<file path="src/rtl/iter_barrel_shifter_if.sv">
// Request/response bundle for iter_barrel_shifter.
// Defining SHIFT_STICKY_EN adds the `sticky` signal.
interface iter_barrel_shifter_if #(
    parameter int WIDTH = 16
);
    logic             in_valid;
    logic             in_ready;
    logic [WIDTH-1:0] a;
    logic [WIDTH-1:0] b;
    logic [1:0]       mode;
    logic             out_valid;
    logic             out_ready;
    logic [WIDTH-1:0] out;
    logic             busy;
`ifdef SHIFT_STICKY_EN
    logic             sticky;

    modport master (
        output in_valid, a, b, mode, out_ready,
        input  in_ready, out_valid, out, busy, sticky
    );

    modport slave (
        input  in_valid, a, b, mode, out_ready,
        output in_ready, out_valid, out, busy, sticky
    );
`else
    modport master (
        output in_valid, a, b, mode, out_ready,
        input  in_ready, out_valid, out, busy
    );

    modport slave (
        input  in_valid, a, b, mode, out_ready,
        output in_ready, out_valid, out, busy
    );
`endif
endinterface

</file>
<file path="src/rtl/iter_barrel_shifter.sv">
// Multi-cycle LSL/LSR/ASR/ROL shifter moving up to STEP bits per clock, valid/ready on both sides.
// Define SHIFT_STICKY_EN to add the `sticky` output (OR of all bits shifted out).
module iter_barrel_shifter #(
    parameter int WIDTH = 16,
    parameter int STEP  = 4
) (
    input logic                  clk,
    input logic                  rst,
    iter_barrel_shifter_if.slave bus
);
    localparam int AW = $clog2(WIDTH);

    typedef logic [WIDTH-1:0] data_t;
    typedef logic [AW:0]      amt_t;

    localparam amt_t  STEP_A  = amt_t'(STEP);
    localparam amt_t  WIDTH_A = amt_t'(WIDTH);
    localparam data_t ONES    = '1;

    typedef enum logic [1:0] {
        LSL = 2'b00,
        LSR = 2'b01,
        ASR = 2'b10,
        ROL = 2'b11
    } mode_t;

    typedef enum logic [1:0] {
        IDLE,
        SHIFT,
        DONE
    } state_t;

    state_t state, state_nx;
    data_t  work;
    amt_t   rem;
    mode_t  mode_q;

    logic   accept;
    amt_t   req_amt;
    data_t  src;
    mode_t  step_mode;
    amt_t   step_amt;
    amt_t   step_k;
    amt_t   step_rem;
    logic   step_last;
    data_t  step_res;

    // Large shift amounts saturate at WIDTH; ROL only needs the amount modulo WIDTH.
    always_comb begin : amount
        if (mode_t'(bus.mode) == ROL) begin
            req_amt = amt_t'(bus.b[AW-1:0]);
        end else if (bus.b >= data_t'(WIDTH)) begin
            req_amt = WIDTH_A;
        end else begin
            req_amt = amt_t'(bus.b);
        end
    end

    // The first step is applied on the accept edge itself, so amounts up to STEP finish
    // straight into DONE and the total latency is max(1, ceil(amt/STEP)).
    always_comb begin : step_unit
        if (state == IDLE) begin
            src       = bus.a;
            step_mode = mode_t'(bus.mode);
            step_amt  = req_amt;
        end else begin
            src       = work;
            step_mode = mode_q;
            step_amt  = rem;
        end

        step_k    = (step_amt > STEP_A) ? STEP_A : step_amt;
        step_rem  = step_amt - step_k;
        step_last = (step_amt <= STEP_A);

        case (step_mode)
            LSL:     step_res = src << step_k;
            LSR:     step_res = src >> step_k;
            ASR:     step_res = data_t'($signed(src) >>> step_k);
            ROL:     step_res = (src << step_k) | (src >> (WIDTH_A - step_k));
            default: step_res = src;
        endcase
    end

    always_comb begin : fsm_next
        state_nx      = state;
        accept        = 1'b0;
        bus.in_ready  = 1'b0;
        bus.out_valid = 1'b0;
        bus.busy      = 1'b0;

        case (state)
            IDLE: begin
                bus.in_ready = 1'b1;
                if (bus.in_valid) begin
                    accept   = 1'b1;
                    state_nx = step_last ? DONE : SHIFT;
                end
            end
            SHIFT: begin
                bus.busy = 1'b1;
                if (step_last) begin
                    state_nx = DONE;
                end
            end
            DONE: begin
                bus.busy      = 1'b1;
                bus.out_valid = 1'b1;
                if (bus.out_ready) begin
                    state_nx = IDLE;
                end
            end
            default: state_nx = IDLE;
        endcase
    end

    always_ff @(posedge clk) begin : state_reg
        if (rst) begin
            state  <= IDLE;
            work   <= '0;
            rem    <= '0;
            mode_q <= LSL;
        end else begin
            state <= state_nx;
            if (accept || state == SHIFT) begin
                work <= step_res;
                rem  <= step_rem;
            end
            if (accept) begin
                mode_q <= mode_t'(bus.mode);
            end
        end
    end

    assign bus.out = work;

`ifdef SHIFT_STICKY_EN
    logic  sticky_q;
    logic  step_lost;
    data_t lo_mask;
    data_t hi_mask;

    // Bits leaving the register this step: low end for right shifts, high end for LSL.
    always_comb begin : sticky_unit
        lo_mask = ~(ONES << step_k);
        hi_mask = ~(ONES >> step_k);
        case (step_mode)
            LSL:      step_lost = |(src & hi_mask);
            LSR, ASR: step_lost = |(src & lo_mask);
            default:  step_lost = 1'b0;
        endcase
    end

    always_ff @(posedge clk) begin : sticky_reg
        if (rst) begin
            sticky_q <= 1'b0;
        end else if (accept) begin
            sticky_q <= step_lost;
        end else if (state == SHIFT) begin
            sticky_q <= sticky_q | step_lost;
        end
    end

    assign bus.sticky = sticky_q;
`endif

endmodule

</file>
<file path="src/flat_wrapper.sv">
// flat-port wrapper written by rule: the top's interface ports become plain ports
module iter_barrel_shifter_flat 
#(
    parameter int WIDTH = 16,
    parameter int STEP  = 4
)
  (clk, rst, bus_in_valid, bus_a, bus_b, bus_mode, bus_out_ready, bus_in_ready, bus_out_valid, bus_out, bus_busy);
  iter_barrel_shifter_if #(.WIDTH(WIDTH)) bus_i ();
  input logic clk;
  input logic rst;
  input wire logic [$bits(bus_i.in_valid)-1:0] bus_in_valid;
  input wire logic [$bits(bus_i.a)-1:0] bus_a;
  input wire logic [$bits(bus_i.b)-1:0] bus_b;
  input wire logic [$bits(bus_i.mode)-1:0] bus_mode;
  input wire logic [$bits(bus_i.out_ready)-1:0] bus_out_ready;
  output wire logic [$bits(bus_i.in_ready)-1:0] bus_in_ready;
  output wire logic [$bits(bus_i.out_valid)-1:0] bus_out_valid;
  output wire logic [$bits(bus_i.out)-1:0] bus_out;
  output wire logic [$bits(bus_i.busy)-1:0] bus_busy;
  assign bus_i.in_valid = bus_in_valid;
  assign bus_i.a = bus_a;
  assign bus_i.b = bus_b;
  assign bus_i.mode = bus_mode;
  assign bus_i.out_ready = bus_out_ready;
  assign bus_in_ready = bus_i.in_ready;
  assign bus_out_valid = bus_i.out_valid;
  assign bus_out = bus_i.out;
  assign bus_busy = bus_i.busy;
  iter_barrel_shifter #(.WIDTH(WIDTH), .STEP(STEP)) u_core (.clk(clk), .rst(rst), .bus(bus_i));
endmodule
</file>
<file path="config.mk">
export PLATFORM = sky130hd
export DESIGN_NAME = iter_barrel_shifter_flat
export DESIGN_NICKNAME = d
export VERILOG_FILES = /design/src/rtl/iter_barrel_shifter_if.sv /design/src/rtl/iter_barrel_shifter.sv /design/src/flat_wrapper.sv
export SDC_FILE = /design/constraint.sdc
export NUM_CORES = 1
export LEC_CHECK = 0
export CAP_MARGIN = 20
export CORE_ASPECT_RATIO = 1.5
export CORE_MARGIN = 5
export CORE_UTILIZATION = 45
export CTS_BUF_LIST = sky130_fd_sc_hd__clkbuf_16
export DETAILED_ROUTE_END_ITERATION = 8
export PLACE_DENSITY_LB_ADDON = 0.25
export SLEW_MARGIN = 20
export SYNTH_ARGS = -nofsm -noshare
export SYNTH_HDL_FRONTEND = slang
export SYNTH_SLANG_ARGS = --single-unit
</file>
<file path="constraint.sdc">
create_clock -name clk -period 7.6 [get_ports clk]
set_input_delay 1.52 -clock clk [delete_from_list [all_inputs] [get_ports clk]]
set_output_delay 1.52 -clock clk [all_outputs]
set_load 0.05 [all_outputs]
</file>
* After elaboration in Yosys (flattened, before gate mapping)
Cells that the tools add are included.
Cells by class: muxes and demuxes 17, eq/ne operators 9, shift-type cells 4, div/mod/pow operators 0, add/sub/neg operators 2, magnitude comparators 3, reduce and logical (&&, ||, !) cells 5, $mul 0, bitwise logic cells 1
Operators by type and width (count):
- $pmux 16 s4 | 1
- $shr 16x5->16 | 2
- $mux 5 | 4
- $ge 16x5->1 const B | 1
- $mux 16 | 1
- $or 16x16->16 | 1
- $shl 16x5->16 | 1
- $sshr 16x5->16 | 1
- $mux 2 | 5
- $eq 2x2->1 const B | 4
- $pmux 2 s3 | 1
- $gt 5x3->1 const B | 1
- $le 5x3->1 const B | 1
- $mux 1 | 5
- $sub 5x5->5 | 1
- $sub 5x5->5 const A | 1
- $eq 2x1->1 const B | 2
- $logic_not 2->1 | 2
- $ne 2x2->1 const B | 2
- $reduce_and 3->1 | 1
- $ne 2x1->1 const B | 1
- $reduce_or 2->1 | 1
- $logic_or 1x1->1 | 1
Storage, ports and cells: register bits after elaboration 25, memories kept 0, memory bits (read-only) 0, word-level logic and storage cells 45, output and inout port bits 19, memory bits (writable) 0, bits in latches 0, input bits 38

* Depth between registers and ports, before layout
depth after elaboration 10, gate-level depth with buffers 17, depth with buffers taken out 14

* Worst setup path after synthesis
Ideal clock, no wire load.
path type input-to-reg, start in bus_b[12], end reg u_core.work[2] (netlist: u_core.bus.out[2]), library setup time 88 ps, slack 2359 ps, arrival time 5152 ps, required time 7512 ps, buffers on the path 2, stages on the path 13, path through or4_4 or4_1 and2_1 clkbuf_1 nor2_2 inv_2 ha_1 clkbuf_1 inv_1 mux4_2 or2_0 a311o_1 a311oi_2
On the way: longest elaborated chain between the ends 10, elaborated cells between the ends (all ways) 13, classes of those cells add/sub: 1; order compare: 2; shift: 4; mux: 5; bitwise: 1
Ends and longest elaborated chain:
- start, declared | line flat_wrapper.sv:13 | input wire logic [$bits(bus_i.b)-1:0] bus_b;
- $ge 16x5->1 (*) | line iter_barrel_shifter.sv:52 | end else if (bus.b >= data_t'(WIDTH)) begin
- $mux 5 (*) | line iter_barrel_shifter.sv:52
- $mux 5 (*) | line iter_barrel_shifter.sv:50 | if (mode_t'(bus.mode) == ROL) begin
- $mux 5 (*) | line iter_barrel_shifter.sv:62 | if (state == IDLE) begin
- $gt 5x3->1 | line iter_barrel_shifter.sv:72 | step_k = (step_amt > STEP_A) ? STEP_A : step_amt;
- $mux 5 (*) | line iter_barrel_shifter.sv:72
- $sub 5x5->5 | line iter_barrel_shifter.sv:80 | ROL: step_res = (src << step_k) | (src >> (WIDTH_A - step_k));
- $shr 16x5->16 | line iter_barrel_shifter.sv:80
- $or 16x16->16 | line iter_barrel_shifter.sv:80
- $pmux 16 s4 (*) | line iter_barrel_shifter.sv:76 | case (step_mode)
- end signal, assigned | line iter_barrel_shifter.sv:126 | work <= step_res;
- end, declared | line iter_barrel_shifter.sv:34 | data_t work;
Every way passes the cells marked *; elsewhere a longest branch is shown, timed or not. A chain may end at the register's enable or synchronous reset.

* Worst setup path in the final report
Ends and elaborated chain as after synthesis.

==> flow_summary.yaml <==
outcome:
  status: "completed"
place:
  hpwl_um: 10300
  dpl_worst_slack_ps: 1460
  numPortBuffers: 56
  place.gp.congestion: 1.02
  dp.cells: 603
global_routing:
  grt_overflow: 0
  grt_max_degree: 32
  first_global_vias: 3980
  grt_util_met1_pct: 38.1
  busiest_layer: "met2"
  grtUsageMet3_pct: 3.37
  antenna_found_initial: 0
  grt_usage_pct: 31.2
  met2_usage_pct: 54.1
  grt_pass1_wl_um: 22100
critical_path:
  crit_required_ps: 7790
  cp_cell_sequence: "clkdlybuf4s50_1 > or4_4 > o311ai_4 > nand3_2 > nor2_2 > inv_2 > ha_1 > inv_1 > mux4_2 > or2_0 > a311o_1 > a311oi_2"
  cp-start-kind: "primary input"
  cp_max_fo: 29
  cp.arrival_ps: 6160
  cpPeakStageDelay_ps: 600
  crit_type: "in2reg"
  crit_path_end_kind: "flop"
  worst_path_max_delay_cell: "mux4_2"
  reg2reg_slack_ps: 2740
floorplanning:
  dieHeight_um: 115
  start_util_pct: 45.8
  core_region_area_um2: 7230
  rows: 38
  die_w_um: 80.0
  io_pins: 57
  dieArea_um2: 9200
final_layout:
  fill_cells: 738
  regArea_um2: 500
  area_growth_pct: 21.3
  final_nets: 551
  num_antenna_cells: 0
  fin_cells: 607
  largest_register_ff_count: 16
  drive_gt1_share_pct: 10.3
  multi_input_area_um2: 2600
synth:
  synth-seq-cells: 25
  async_flop_share_pct: 0
  ys.warnings.count: 0
  synth_cell_types: 66
  netlist_area_um2: 3310
  seq_area_frac_synth_pct: 15.1
  synth_cells: 473
  synth_fp_nets: 516
  ys_dominant_reg_cell: "dfxtp_1"
  synth.avg_cell_area_um2: 6.99
  synth_edf_count: 0
timing:
  tns_ps: 0
  finalCritPeriodShare_pct: 78.6
  tightest_slew_ps: 938
  fmax_mhz: 167
  rsz0062_at_grt: "no"
  slew_headroom_pct: 35.7
  finalSetupViolations: 0
  final.setup.worst_slack_ps: 1620
  final_hold_viol_count: 0
  finalClockSkew_ps: 2.99
  maxSlewViolCount: 0
  layout_min_cycle_time_ps: 5980
clock_tree:
  path_clk_slew_ps: 70
  clock-sinks: 25
  cts_made_buffers: 3
  cts_resized: 0
  insertion_delay_ps: 270
  cts.path.max_buffers: 2
  cts_tree: "done"
  holdBufCountCts: 0
  htreeDepth: 1
  cts_setup_buffers: 0
  root_buffer: "clkbuf_16"
power_and_ir_drop:
  powerDensity_nw_per_um2: 507
  total_power_uw: 2030
  p_leak_uw: 0.00146
  ir_worst_vdd_mv: 0.202
detailed_routing:
  wire_per_inst_um: 23.8
  drt_iter0_drc: 521
  drt.antenna.violating_nets: 0
  wl_um: 14400
  viasPerCell: 6.94
  remaining_drc_errors: 0
  first_pass_iters: 5
  vias: 4213
job:
  maxCapViolCount: 0
hold_path:
  hp-class: "reg2reg"
[stage by stage]
stage	area (um^2)	utilization [%]	hold slack (ps)
floorplan	3310	-	432
global placement	3930	54.4	459
detailed placement	3930	54.4	460
CTS	4010	55.5	473
global route	4010	55.5	495
finish	4010	55.5	471
[power breakdown]
part | leakage, uW | switching, uW | internal (uW)
registers | 0.000207 | 40.3 | 183
logic | 0.00121 | 1130 | 554
clock network | 0.0000409 | 56.3 | 71.4
total | 0.00146 | 1230 | 809
[cell usage in the layout, fill, tap and decap left out, types with 3 or more instances in the layout]
| cell | count |
|---|---|
| and2_1 | 4 |
| dfxtp_1 | 25 |
| a2111oi_0 | 4 |
| clkbuf_16 | 3 |
| o21ai_1 | 5 |
| or4_4 | 5 |
| and3_1 | 4 |
| inv_1 | 8 |
| nand2_1 | 56 |
| a21oi_1 | 47 |
| ha_1 | 4 |
| o22ai_1 | 4 |
| a311oi_1 | 4 |
| a2bb2oi_1 | 3 |
| nand2b_1 | 3 |
| a32oi_1 | 3 |
| clkdlybuf4s50_1 | 56 |
| a211o_1 | 4 |
| nand3_1 | 15 |
| o21ai_0 | 42 |
| a221oi_1 | 7 |
| mux2_2 | 10 |
| o211ai_1 | 19 |
| mux2i_1 | 18 |
| a21o_1 | 4 |
| o31ai_1 | 3 |
| mux4_2 | 5 |
| o21bai_1 | 3 |
| buf_4 | 14 |
| o221ai_1 | 5 |
| a211oi_1 | 18 |
| nor2b_1 | 3 |
| nor2_2 | 3 |
| nor2_1 | 34 |
| nor3_1 | 14 |
| a31oi_1 | 9 |
[worst paths after layout]
check / from / end / cells past startpoint
setup / recovery: bus_b[12] / u_core.bus.out[2] / 12
hold / removal: u_core.bus.out[15] / u_core.bus.out[15] / 2
setup reg to reg: u_core.state[0] / u_core.bus.out[5] / 16
hold reg to reg: u_core.bus.out[15] / u_core.bus.out[15] / 2
[cells by family after synthesis]
logic type / after synthesis / synth area share, %
flip-flops: 25 / 15.1
buffers and inverters: 50 / 6.24
AO/OA/AOI/OAI: 202 / 40.8
multiplexers: 34 / 12.6
XOR/XNOR: 3 / 0.794
other: 1 / 0.113
adder cells (fa/ha/maj): 5 / 1.89
AND/OR/NAND/NOR: 153 / 22.4
[layout make-up]
| class | count | area share, % |
|---|---|---|
| multi-input combinational | 398 | 64.9 |
| inverter | 10 | 0.935 |
| sequential | 25 | 12.5 |
| clock inverter | 1 | 0.125 |
| tap | 100 | 3.12 |
| clock buffer | 3 | 1.87 |
| timing repair buffer | 70 | 16.6 |
[Yosys cell counts (4+ instances only)]
library cell   n  area share (%)
a2111oi_0      4             1.1
o21ai_1        5            0.76
a21o_1         4            0.91
mux2i_1       18             5.4
a211o_1        4             1.1
o21ai_0       42             6.4
a211oi_1      18             4.1
a21oi_1       47             7.1
inv_1          8            0.91
or4_4          5             1.7
nand3_1       15             2.3
dfxtp_1       25              15
mux4_2         5             3.4
and2_1         4            0.76
o22ai_1        4            0.76
nor3_1        14             2.1
o211ai_1      19             4.3
a31oi_1        9             1.7
clkbuf_1      20             2.3
nand2_1       56             6.4
a311oi_1       4             1.1
ha_1           5             1.9
and3_1         4            0.76
nor2_1        34             3.9
o221ai_1       5             1.3
a221oi_1       7             1.9
buf_1          5            0.57
buf_2         15             2.3
mux2_2        10             3.4
[metal layers]
layer / up-vias / wire length [um]
met5: - / 0
met4: 0 / 743
met3: 63 / 1340
met2: 288 / 7010
met1: 1965 / 5320
li1: 1897 / -
[worst max-delay path, delay by kind of cell]
| kind | cells | cell delay [ps] |
|---|---|---|
| simple gates | 4 | 1900 |
| mux | 1 | 600 |
| compound gates | 3 | 920 |
| fa+ha+maj | 1 | 340 |
| buf+inv | 3 | 850 |
Power figures use the tool's default switching activity.
